$ cat config.mk
export PLATFORM = sky130hd
export DESIGN_NAME = vga_timing_gen_flat
export DESIGN_NICKNAME = d
export VERILOG_FILES = /design/src/rtl/vga_timing_gen_if.sv /design/src/rtl/vga_timing_gen.sv /design/src/flat_wrapper.sv
export SDC_FILE = /design/constraint.sdc
export NUM_CORES = 1
export LEC_CHECK = 0
export BUFFER_PORTS_ARGS = -buffer_cell sky130_fd_sc_hd__buf_4
export CAP_MARGIN = 10
export CORE_UTILIZATION = 50
export CTS_CLUSTER_SIZE = 20
export DETAILED_ROUTE_END_ITERATION = 12
export PLACE_DENSITY_LB_ADDON = 0.3
export SLEW_MARGIN = 0
export SYNTH_ARGS = -nofsm -noshare
export SYNTH_HDL_FRONTEND = slang
export SYNTH_SLANG_ARGS = --single-unit
export TNS_END_PERCENT = 1
$ cat constraint.sdc
create_clock -name clk -period 3.1 [get_ports clk]
set_clock_uncertainty 0.2 [all_clocks]
set_input_delay 0.62 -clock clk [delete_from_list [all_inputs] [get_ports clk]]
set_output_delay 0.62 -clock clk [all_outputs]
set_load 0.005 [all_outputs]
$ cat src/rtl/vga_timing_gen_if.sv
// ---------------------------------------------------------------------------
// vga_timing_gen_if
// Purpose : bundles the raster timing signals exchanged between the timing
//           generator and its consumers (shape generators, VGA output stage).
// Signals : ce          - pixel enable, driven by the consumer side
//           hcount[10:0] - current pixel column
//           vcount[9:0]  - current line
//           hsync/vsync - sync pulses at their configured polarity
//           blank       - high outside the visible area
//           line_start  - one-clock pulse when hcount wraps to 0
//           frame_start - one-clock pulse when (hcount,vcount) wraps to (0,0)
// Modports: master - the timing generator (drives timing, samples ce)
//           slave  - a timing consumer (drives ce, samples timing)
// ---------------------------------------------------------------------------
interface vga_timing_gen_if;
  logic        ce;
  logic [10:0] hcount;
  logic [9:0]  vcount;
  logic        hsync;
  logic        vsync;
  logic        blank;
  logic        line_start;
  logic        frame_start;

  modport master (
    input  ce,
    output hcount,
    output vcount,
    output hsync,
    output vsync,
    output blank,
    output line_start,
    output frame_start
  );

  modport slave (
    output ce,
    input  hcount,
    input  vcount,
    input  hsync,
    input  vsync,
    input  blank,
    input  line_start,
    input  frame_start
  );
endinterface

$ cat src/rtl/vga_timing_gen.sv
// ---------------------------------------------------------------------------
// vga_timing_gen
// Purpose : free-running raster timing generator for one display mode
//           (default XGA 1024x768@60, 65 MHz pixel clock).
// Ports   : clk   - pixel clock, all logic on its rising edge
//           reset - synchronous, active-high; restarts the raster at (0,0)
//           vga   - vga_timing_gen_if.master: ce in; hcount, vcount, hsync,
//                   vsync, blank, line_start, frame_start out (all registered)
// Notes   : sync/blank are decoded from the *next* count values so that the
//           registered flags line up with the registered counts in the same
//           cycle. Axis phase (active/fp/sync/bp) is implied by the count
//           ranges; no separate state register is kept.
// ---------------------------------------------------------------------------
module vga_timing_gen #(
  parameter int   H_ACTIVE  = 1024,
  parameter int   H_FP      = 24,
  parameter int   H_SYNC    = 136,
  parameter int   H_BP      = 160,
  parameter int   V_ACTIVE  = 768,
  parameter int   V_FP      = 3,
  parameter int   V_SYNC    = 6,
  parameter int   V_BP      = 29,
  parameter logic HSYNC_POL = 1'b0,
  parameter logic VSYNC_POL = 1'b0
) (
  input  logic               clk,
  input  logic               reset,
  vga_timing_gen_if.master   vga
);

  localparam int H_TOTAL = H_ACTIVE + H_FP + H_SYNC + H_BP;
  localparam int V_TOTAL = V_ACTIVE + V_FP + V_SYNC + V_BP;

  // Totals must be representable by the 11-bit / 10-bit counters.
  generate
    if ((H_TOTAL < 1) || (H_TOTAL > 2048)) begin : g_h_total_chk
      $error("vga_timing_gen: H_TOTAL does not fit an 11-bit hcount");
    end
    if ((V_TOTAL < 1) || (V_TOTAL > 1024)) begin : g_v_total_chk
      $error("vga_timing_gen: V_TOTAL does not fit a 10-bit vcount");
    end
  endgenerate

  localparam logic [10:0] H_LAST_C   = 11'(H_TOTAL - 1);
  localparam logic [10:0] H_ACT_C    = 11'(H_ACTIVE);
  localparam logic [10:0] HS_BEG_C   = 11'(H_ACTIVE + H_FP);
  localparam logic [10:0] HS_END_C   = 11'(H_ACTIVE + H_FP + H_SYNC);
  localparam logic [9:0]  V_LAST_C   = 10'(V_TOTAL - 1);
  localparam logic [9:0]  V_ACT_C    = 10'(V_ACTIVE);
  localparam logic [9:0]  VS_BEG_C   = 10'(V_ACTIVE + V_FP);
  localparam logic [9:0]  VS_END_C   = 10'(V_ACTIVE + V_FP + V_SYNC);

  logic [10:0] r_hcount;
  logic [9:0]  r_vcount;
  logic        r_hsync;
  logic        r_vsync;
  logic        r_blank;
  logic        r_line_start;
  logic        r_frame_start;

  logic [10:0] w_hcount_nxt;
  logic [9:0]  w_vcount_nxt;
  logic        w_line_nxt;
  logic        w_frame_nxt;
  logic        w_h_wrap;
  logic        w_v_wrap;
  logic        w_hsync_act;
  logic        w_vsync_act;
  logic        w_hsync_nxt;
  logic        w_vsync_nxt;
  logic        w_blank_nxt;

  assign w_h_wrap = (r_hcount == H_LAST_C);
  assign w_v_wrap = (r_vcount == V_LAST_C);

  // Next-count and pulse computation; vertical only steps on a horizontal wrap.
  always_comb begin
    w_hcount_nxt = r_hcount;
    w_vcount_nxt = r_vcount;
    w_line_nxt   = 1'b0;
    w_frame_nxt  = 1'b0;
    if (vga.ce) begin
      if (w_h_wrap) begin
        w_hcount_nxt = 11'd0;
        w_line_nxt   = 1'b1;
        if (w_v_wrap) begin
          w_vcount_nxt = 10'd0;
          w_frame_nxt  = 1'b1;
        end else begin
          w_vcount_nxt = r_vcount + 10'd1;
        end
      end else begin
        w_hcount_nxt = r_hcount + 11'd1;
      end
    end else begin
      w_hcount_nxt = r_hcount;
      w_vcount_nxt = r_vcount;
    end
  end

  // Sync/blank decode from the next counts so flags align with the counts.
  always_comb begin
    w_hsync_act = (w_hcount_nxt >= HS_BEG_C) && (w_hcount_nxt < HS_END_C);
    w_vsync_act = (w_vcount_nxt >= VS_BEG_C) && (w_vcount_nxt < VS_END_C);
    w_hsync_nxt = w_hsync_act ? HSYNC_POL : ~HSYNC_POL;
    w_vsync_nxt = w_vsync_act ? VSYNC_POL : ~VSYNC_POL;
    w_blank_nxt = (w_hcount_nxt >= H_ACT_C) || (w_vcount_nxt >= V_ACT_C);
  end

  // Output registers; reset restarts at (0,0) without emitting pulses.
  always_ff @(posedge clk) begin
    if (reset) begin
      r_hcount      <= 11'd0;
      r_vcount      <= 10'd0;
      r_hsync       <= ~HSYNC_POL;
      r_vsync       <= ~VSYNC_POL;
      r_blank       <= 1'b0;
      r_line_start  <= 1'b0;
      r_frame_start <= 1'b0;
    end else begin
      r_hcount      <= w_hcount_nxt;
      r_vcount      <= w_vcount_nxt;
      r_hsync       <= w_hsync_nxt;
      r_vsync       <= w_vsync_nxt;
      r_blank       <= w_blank_nxt;
      r_line_start  <= w_line_nxt;
      r_frame_start <= w_frame_nxt;
    end
  end

  assign vga.hcount      = r_hcount;
  assign vga.vcount      = r_vcount;
  assign vga.hsync       = r_hsync;
  assign vga.vsync       = r_vsync;
  assign vga.blank       = r_blank;
  assign vga.line_start  = r_line_start;
  assign vga.frame_start = r_frame_start;

endmodule
$ cat src/flat_wrapper.sv
// flat-port wrapper written by rule: the top's interface ports become plain ports
module vga_timing_gen_flat 
#(
  parameter int   H_ACTIVE  = 1024,
  parameter int   H_FP      = 24,
  parameter int   H_SYNC    = 136,
  parameter int   H_BP      = 160,
  parameter int   V_ACTIVE  = 768,
  parameter int   V_FP      = 3,
  parameter int   V_SYNC    = 6,
  parameter int   V_BP      = 29,
  parameter logic HSYNC_POL = 1'b0,
  parameter logic VSYNC_POL = 1'b0
)
  (clk, reset, vga_ce, vga_hcount, vga_vcount, vga_hsync, vga_vsync, vga_blank, vga_line_start, vga_frame_start);
  vga_timing_gen_if vga_i ();
  input  logic clk;
  input  logic reset;
  input wire logic [$bits(vga_i.ce)-1:0] vga_ce;
  output wire logic [$bits(vga_i.hcount)-1:0] vga_hcount;
  output wire logic [$bits(vga_i.vcount)-1:0] vga_vcount;
  output wire logic [$bits(vga_i.hsync)-1:0] vga_hsync;
  output wire logic [$bits(vga_i.vsync)-1:0] vga_vsync;
  output wire logic [$bits(vga_i.blank)-1:0] vga_blank;
  output wire logic [$bits(vga_i.line_start)-1:0] vga_line_start;
  output wire logic [$bits(vga_i.frame_start)-1:0] vga_frame_start;
  assign vga_i.ce = vga_ce;
  assign vga_hcount = vga_i.hcount;
  assign vga_vcount = vga_i.vcount;
  assign vga_hsync = vga_i.hsync;
  assign vga_vsync = vga_i.vsync;
  assign vga_blank = vga_i.blank;
  assign vga_line_start = vga_i.line_start;
  assign vga_frame_start = vga_i.frame_start;
  vga_timing_gen #(.H_ACTIVE(H_ACTIVE), .H_FP(H_FP), .H_SYNC(H_SYNC), .H_BP(H_BP), .V_ACTIVE(V_ACTIVE), .V_FP(V_FP), .V_SYNC(V_SYNC), .V_BP(V_BP), .HSYNC_POL(HSYNC_POL), .VSYNC_POL(VSYNC_POL)) u_core (.clk(clk), .reset(reset), .vga(vga_i));
endmodule
==> results of run 1 <==
logic make-up (layout without fill, tap and decap cells):
logic type / Yosys count / count (layout)
muxes: 1 / 1
AOI/OAI and AO/OA: 41 / 41
adders and majority gates: 3 / 3
DFF: 26 / 26
buffers and inverters: 20 / 37
xor gates and xnor gates: 11 / 11
and+or+nand+nor: 96 / 96
power breakdown:
part | internal, uW | total (uW) | switching (uW)
Sequential | 336 | 339 | 2.96
Combinational | 7.44 | 17.9 | 10.4
Clock | 45.5 | 138 | 92.8
Total | 389 | 495 | 106
critical path, cell delays in order, from the launching register on:
cell	delay, ps
dfxtp_1	430
ha_1	270
nand3_1	290
nor4_1	620
a31oi_1	250
a2111o_1	430
state kept, by name, summed over array words and instances, names as in the netlist:
name	cells
u_core.vga.hcount	11
u_core.vga.vcount	10
u_core.vga.blank	1
u_core.vga.frame_start	1
u_core.vga.hsync	1
u_core.vga.line_start	1
u_core.vga.vsync	1
through the flow:
stage               cells  power [uW]    util  hold slack (ps)
floorplan             198       356.3       -            298.8
global placement      256       363.5  0.5942            309.9
detailed placement    256       364.2  0.5942            328.5
CTS                   259       500.1  0.6017            350.0
global route          259       514.9  0.6017            388.9
finish                259       495.3  0.6017            353.1
layout make-up:
class	instances	area [um^2]
inverter	4	15.01
tap	44	55.05
timing repair buffer	30	225.2
multi-input combinational	152	983.4
sequential	26	520.5
fill	286	1206
clock buffer	3	22.52
cell usage after synthesis, drive strengths merged, types with 2 or more instances:
library cell  instances
and4                  2
inv                   4
nor3b                 2
nor3                  7
o31ai                 2
dfxtp                26
a41oi                 3
and3                  6
nor4                  7
clkbuf               12
buf                   4
nand4                 8
and2                  2
a21oi                12
nand3                15
a211oi                2
nor2                 19
or3                   3
nand2                 9
o21ai                 7
nand2b                3
xor2                  6
ha                    3
a22oi                 2
nand3b                3
xnor2                 5
final timing paths:
| kind | start | to | slack [ps] |
|---|---|---|---|
| setup reg to reg | u_core.vga.hcount[0]$_SDFF_PP0_ | u_core.vga.vsync$_SDFF_PP1_ | 500 |
| setup / recovery | u_core.vga.hcount[0]$_SDFF_PP0_ | u_core.vga.vsync$_SDFF_PP1_ | 500 |
| hold reg to reg | u_core.vga.hcount[0]$_SDFF_PP0_ | u_core.vga.hcount[0]$_SDFF_PP0_ | 350 |
| hold / removal | u_core.vga.hcount[0]$_SDFF_PP0_ | u_core.vga.hcount[0]$_SDFF_PP0_ | 350 |
layer usage:
layer | up-vias | GRT usage | part of all wire
met5 | - | 0 | 0
met4 | 0 | 0.06122 | 0.0068
met3 | 4 | 0.05495 | 0.066
met2 | 61 | 0.3662 | 0.46
met1 | 755 | 0.3329 | 0.47
li1 | 776 | - | -
==> impl_metrics.csv, run 1 <==
group,metric,value,unit
clock_network,clock_latency,320,ps
clock_network,postCtsHoldBufs,0,
synth,synth_top_family_by_area,"simple AND/OR/NAND/NOR gates",
routing,remaining_drc_errors,0,
synth,synth.area.top_cells,"dfxtp_1 33%, nand3_1 4.7%, nor2_1 4.5%",
timing,fin_crit,2595,ps
critical_path,worst-setup-path-type,"reg -> reg",
clock_network,cts.sinks,26,
outcome,outcome,"completed",
clock_network,htreeDepth,1,
synth,synth_cell_type_count,54,
timing,drv_slew,0,
timing,fin_crit_sh,0.8371,
synth,syn_nets,204,
final_layout,drive_above_1_share,0.1814,
routing,wl_per_cell,14.73,um
min_path,hold_path_depth,2,
synth,yosysTopAreaCell,"dfxtp_1",
clock_network,cts_buffer_depth,2,
timing,finalSetupTns,0,ps
clock_network,cts_resized,0,
power_and_ir_drop,cellLeakagePower,0.0006753,uW
synth,synth_edf_count,0,
floorplanning,core,3028,um^2
final_layout,final_cell_mix,"30 x buf_4, 26 x dfxtp_1, 19 x nor2_1",
placed_design,dp_hpwl,2682,um
routing,num_vias,1596,
min_path,min_path_type,"reg -> reg",
timing,rsz0062_at_grt,"no",
synth,synth-xor-area-share,0.06063,
synth,synth_compound_area_frac,0.1772,
routing,ant_nets,0,
clock_network,cts_buffers,3,
timing,slew_headroom,0.5808,
grt,antenna_found_initial,0,
clock_network,clkTransAtPathRegs,120,ps
timing,max_freq,385.3,MHz
timing,tightest_slew,613.0,ps
final_layout,fin_area,1822,um^2
synth,ys.flop_type,"dfxtp_1",
floorplanning,die_width,58.38,um
timing,setup_ws,504.9,ps
job,max_cap_violations,0,
synth,synthMuxAreaShare,0.006299,
synth,synth_area,1589,um^2
synth,yosysWarningCount,0,
final_layout,area_growth,14.65,%
routing,first_pass_iters,4,
floorplanning,initial_utilization,0.5248,
floorplanning,dieArea,3408,um^2
clock_network,clockRootBuffer,"clkbuf_4",
synth,synthAdderAreaFrac,0.02362,
synth,synth_top_area_frac,0.3276,
placed_design,place_ws,474.1,ps
routing,drtIter0Drc,89,
critical_path,start_kind,"register",
synth,synth_cells,198,
floorplanning,rows,20,
critical_path,crit_fanout,7,
clock_network,cts_tree,"done",
placed_design,portBuffers,28,
synth,syn_avg_cell_area,8.025,um^2
placed_design,dpl-instance-area,1799,um^2
grt,grt_max_degree,21,
floorplanning,die_height,58.38,um
grt,grt_use_total,0.2362,
critical_path,required,3100,ps
power_and_ir_drop,pwr_density_cell,271.9,nW/um^2
timing,hold_viol,0,
grt,grt_pass1_vias,1406,
routing,routed_wirelength,3816,um
grt,overflow,0,
placed_design,finalWeightedCongestion,0.8433,
critical_path,r2r_cells,5,
final_layout,n_antenna_cell,0,
synth,ys_seq_area_frac,0.3276,
final_layout,layout_commonest_cell,"buf_4",
synth,yosys.area_share.simple,0.3512,
clock_network,post_cts.repair.setup_buffers,0,
power_and_ir_drop,vdd.ir_drop.worst,0.0002477,V
routing,avgViaCountPerCell,6.162,
final_layout,nNetsFinal,223,
synth,ys_seq_elements,26,
grt,grt_pass1_wl,6354,um
floorplanning,io_pins,29,
synth,async_reset_ff_frac,0,
critical_path,crit_path_end_kind,"register",
timing,setup_viol,0,
critical_path,crit_arrival,2600,ps
Note: power is estimated with default switching activity, not from simulation.
==> inputs of run 2 (changes only) <==
Settings changed: CORE_UTILIZATION 50 to 49.
Clock period 3.1 ns to 2.2 ns, I/O delays scaled along.
==> impl_metrics.csv, run 2 (synthesis gave the netlist of run 1 again) <==
group,metric,value,unit
routing,wl_per_cell,14.82,um
clock_network,clockRootBuffer,"clkbuf_4",
routing,num_vias,1759,
timing,setup_viol,1,
floorplanning,rows,20,
clock_network,cts_buffers,3,
floorplanning,io_pins,29,
clock_network,clkTransAtPathRegs,140,ps
clock_network,cts.sinks,26,
clock_network,post_cts.repair.setup_buffers,0,
timing,rsz0062_at_grt,"yes",
timing,fin_crit,2240,ps
job,max_cap_violations,0,
final_layout,final_cell_mix,"68 x buf_4, 26 x dfxtp_1, 19 x nor2_1",
critical_path,start_kind,"register",
placed_design,dpl-instance-area,2085,um^2
final_layout,multiInputGateArea,1016,um^2
clock_network,cts_buffer_depth,2,
final_layout,largest_reg_flops,11,
grt,grt_pass1_vias,1601,
floorplanning,initial_utilization,0.5205,
outcome,violations,"negative setup slack",
critical_path,crit_arrival,2250,ps
final_layout,regArea,520.5,um^2
final_layout,utilization,0.7053,
clock_network,htreeDepth,1,
critical_path,required,2210,ps
grt,antenna_found_initial,0,
final_layout,area_growth,35.51,%
final_layout,nNetsFinal,261,
final_layout,drive_above_1_share,0.3228,
placed_design,place_ws,-86.82,ps
critical_path,worst-setup-path-type,"reg -> reg",
critical_path,crit_path_end_kind,"register",
final_layout,n_antenna_cell,0,
placed_design,portBuffers,28,
final_layout,layout_commonest_cell,"buf_4",
timing,drv_slew,0,
routing,routed_wirelength,4416,um
timing,max_freq,446.4,MHz
grt,grt_pass1_wl,7203,um
outcome,outcome,"complete, but fails checks",
floorplanning,core,3053,um^2
timing,fin_crit_sh,1.018,
final_layout,fin_area,2153,um^2
routing,remaining_drc_errors,0,
final_layout,nFillCells,266,
grt,grt_max_degree,15,
timing,hold_slack,128.7,ps
routing,ant_nets,0,
floorplanning,die_height,58.95,um
placed_design,finalWeightedCongestion,0.8938,
floorplanning,die_width,58.95,um
critical_path,crit_fanout,4,
power_and_ir_drop,cellLeakagePower,0.0008985,uW
min_path,min_path_type,"in -> reg",
power_and_ir_drop,power.total,749.8,uW
routing,first_pass_iters,4,
grt,overflow,0,
timing,setup_ws,-40.13,ps
clock_network,cts_tree,"done",
power_and_ir_drop,pwr_density_cell,348.2,nW/um^2
placed_design,dp_hpwl,3253,um
clock_network,postCtsHoldBufs,0,
grt,grt_use_total,0.2707,
clock_network,clock_latency,320,ps
routing,avgViaCountPerCell,5.903,
power_and_ir_drop,vdd.ir_drop.worst,0.0004031,V
timing,slew_headroom,0.7533,
timing,hold_viol,0,
floorplanning,dieArea,3475,um^2
routing,drtIter0Drc,148,
timing,tightest_slew,366.6,ps
run 2: changes by cell type in the layout (fill, tap and decap cells not counted), sizes merged:
cell	previous run	this run
buf	30	68
clkbuf	3	4
run 2: stage by stage:
| stage | cells | setup TNS (ps) |
|---|---|---|
| final | 298 | -40.13 |
| after global routing | 298 | -221.5 |
| after CTS | 298 | -32.93 |
| after detailed placement | 294 | -86.82 |
| after global placement | 294 | -50.22 |
| after floorplan | 198 | -336.6 |
run 2: worst paths after layout:
check / from / cells past startpoint / slack [ps] / endpoint
worst max-delay path: u_core.vga.hcount[7]$_SDFF_PP0_ / 5 / -40 / u_core.vga.vsync$_SDFF_PP1_
worst min-delay path: reset / 2 / 130 / u_core.vga.hcount[9]$_SDFF_PP0_
worst max register to register: u_core.vga.hcount[7]$_SDFF_PP0_ / 5 / -40 / u_core.vga.vsync$_SDFF_PP1_
worst min register to register: u_core.vga.vcount[0]$_SDFF_PP0_ / 2 / 390 / u_core.vga.vcount[0]$_SDFF_PP0_
run 2: cell type report:
cell class,count,share of cell area
multi-input cells,152,0.4718
flip-flops and latches,26,0.2417
repair buffers,68,0.2371
well taps,44,0.02557
clock buffers,4,0.01685
inverters,4,0.006973
run 2: worst max-delay path: stages (launching register included):
cell and delay (ps):
dfxtp_1 340, or4b_4 590, nor4_4 190, nand2_2 90, o311a_1 310, a2111o_1 420
run 2: per-layer routing:
metal / vias to the layer above / part of all wire / global-route usage
li1: 853 / - / -
met1: 825 / 0.46 / 0.3676
met2: 77 / 0.47 / 0.4416
met3: 4 / 0.063 / 0.04835
met4: 0 / 0.0075 / 0.07483
met5: - / 0 / 0
run 2: timing repair:
action,in CTS,in global routing
resized for setup,2,4
setup endpoints to repair,1,4
pin swaps,0,2
run 2: report_power, final:
group / total [uW] / internal, uW / switching [uW]
Clock: 236 / 101 / 135
Combinational: 38.6 / 18.7 / 19.8
Sequential: 475 / 474 / 1.70
Total: 750 / 594 / 156
==> inputs of run 3 (changes only) <==
Settings changed: RECOVER_POWER set to 100.
==> impl_metrics.csv, run 3 (synthesis gave the netlist of run 1 again) <==
group,metric,value,unit
final_layout,regArea,520.5,um^2
routing,avgViaCountPerCell,5.930,
clock_network,cts_tree,"done",
clock_network,clkTransAtPathRegs,130,ps
clock_network,cts_buffer_depth,2,
routing,remaining_drc_errors,0,
critical_path,crit_arrival,2250,ps
final_layout,layout_commonest_cell,"buf_4",
outcome,violations,"negative setup slack",
placed_design,dp_hpwl,3253,um
clock_network,clockRootBuffer,"clkbuf_4",
floorplanning,die_height,58.95,um
grt,grt_pass1_vias,1601,
min_path,min_path_type,"in -> reg",
job,max_cap_violations,0,
clock_network,post_cts.repair.setup_buffers,0,
final_layout,area_growth,34.09,%
clock_network,postCtsHoldBufs,0,
timing,finalSetupTns,-41.95,ps
placed_design,dp_cells,294,
final_layout,multiInputGateArea,1016,um^2
placed_design,place_ws,-86.82,ps
clock_network,cts_buffers,3,
floorplanning,die_width,58.95,um
placed_design,portBuffers,28,
routing,first_pass_iters,4,
critical_path,required,2210,ps
grt,grt_pass1_wl,7203,um
timing,hold_viol,0,
clock_network,htreeDepth,1,
floorplanning,io_pins,29,
routing,ant_nets,0,
power_and_ir_drop,pwr_density_cell,350.4,nW/um^2
power_and_ir_drop,cellLeakagePower,0.0008701,uW
final_layout,fin_area,2131,um^2
critical_path,start_kind,"register",
final_layout,drive_above_1_share,0.2992,
final_layout,nFillCells,270,
timing,rsz0062_at_grt,"yes",
timing,max_freq,446.0,MHz
grt,overflow,0,
floorplanning,dieArea,3475,um^2
grt,antenna_found_initial,0,
grt,grt_max_degree,15,
timing,drv_slew,0,
critical_path,crit_path_end_kind,"register",
timing,setup_ws,-41.95,ps
routing,wl_per_cell,14.73,um
clock_network,cts.sinks,26,
critical_path,crit_fanout,9,
final_layout,fin_cells,298,
final_layout,largest_reg_flops,11,
critical_path,worst-setup-path-type,"reg -> reg",
floorplanning,core,3053,um^2
floorplanning,initial_utilization,0.5205,
final_layout,final_cell_mix,"54 x buf_4, 26 x dfxtp_1, 19 x nor2_1",
floorplanning,rows,20,
routing,drtIter0Drc,138,
critical_path,rrSetupSlack,-40,ps
placed_design,dpl-instance-area,2085,um^2
final_layout,n_antenna_cell,0,
timing,tightest_slew,415.1,ps
routing,num_vias,1767,
routing,routed_wirelength,4389,um
power_and_ir_drop,vdd.ir_drop.worst,0.0004019,V
grt,grt_use_total,0.2707,
outcome,outcome,"complete, but fails checks",
clock_network,clock_latency,310,ps
timing,fin_crit,2242,ps
placed_design,finalWeightedCongestion,0.8938,
final_layout,nNetsFinal,261,
timing,slew_headroom,0.7233,
timing,setup_viol,1,
timing,fin_crit_sh,1.019,
run 3: power by group:
part / internal [uW] / switching [uW]
Clock: 101 / 134
Sequential: 474 / 1.65
Combinational: 16.7 / 19.7
Total: 592 / 155
run 3: per-stage QoR:
stage	util	total power (uW)	hold slack, ps
after global placement	0.6828	522.1	354.3
final	0.6980	746.6	129.8
after floorplan	-	502.1	298.8
after global routing	0.6980	770.1	131.1
after CTS	0.6988	754.2	115.4
after detailed placement	0.6828	523.5	375.1
run 3: what timing repair did:
| action | in CTS | in global routing |
|---|---|---|
| endpoints found under the hold margin | 0 | 0 |
| pin swaps | 0 | 2 |
| setup endpoints to repair | 1 | 4 |
| gates resized for setup | 2 | 4 |
run 3: worst max-delay path, cell delays in order, from the launching register on:
cell	delay (ps)
dfxtp_1	340
buf_4	160
nor4b_2	390
nand4_1	160
buf_4	180
nor3b_1	210
a21oi_1	100
a2111o_1	400
run 3: area by class of cell:
cell class / instances / share of cell area
Clock buffer: 4 / 0.01703
Inverter: 4 / 0.007046
Multi-Input combinational cell: 152 / 0.4768
Sequential cell: 26 / 0.2443
Tap cell: 44 / 0.02584
Timing Repair Buffer: 68 / 0.2290
run 3: path summary, 6_finish.rpt:
check	startpoint	endpoint	cells after the start
worst min-delay path	reset	u_core.vga.hcount[9]$_SDFF_PP0_	2
worst min register to register	u_core.vga.vcount[0]$_SDFF_PP0_	u_core.vga.vcount[0]$_SDFF_PP0_	2
worst max register to register	u_core.vga.hcount[7]$_SDFF_PP0_	u_core.vga.vsync$_SDFF_PP1_	7
worst max-delay path	u_core.vga.hcount[7]$_SDFF_PP0_	u_core.vga.vsync$_SDFF_PP1_	7
run 3: per-layer routing:
metal / part of all wire / up-vias / routed length, um / GRT usage
met5: 0 / - / 0 / 0
met4: 0.0075 / 0 / 33 / 0.07483
met3: 0.073 / 4 / 321 / 0.04835
met2: 0.48 / 85 / 2096 / 0.4416
met1: 0.44 / 826 / 1937 / 0.3676
li1: - / 852 / - / -
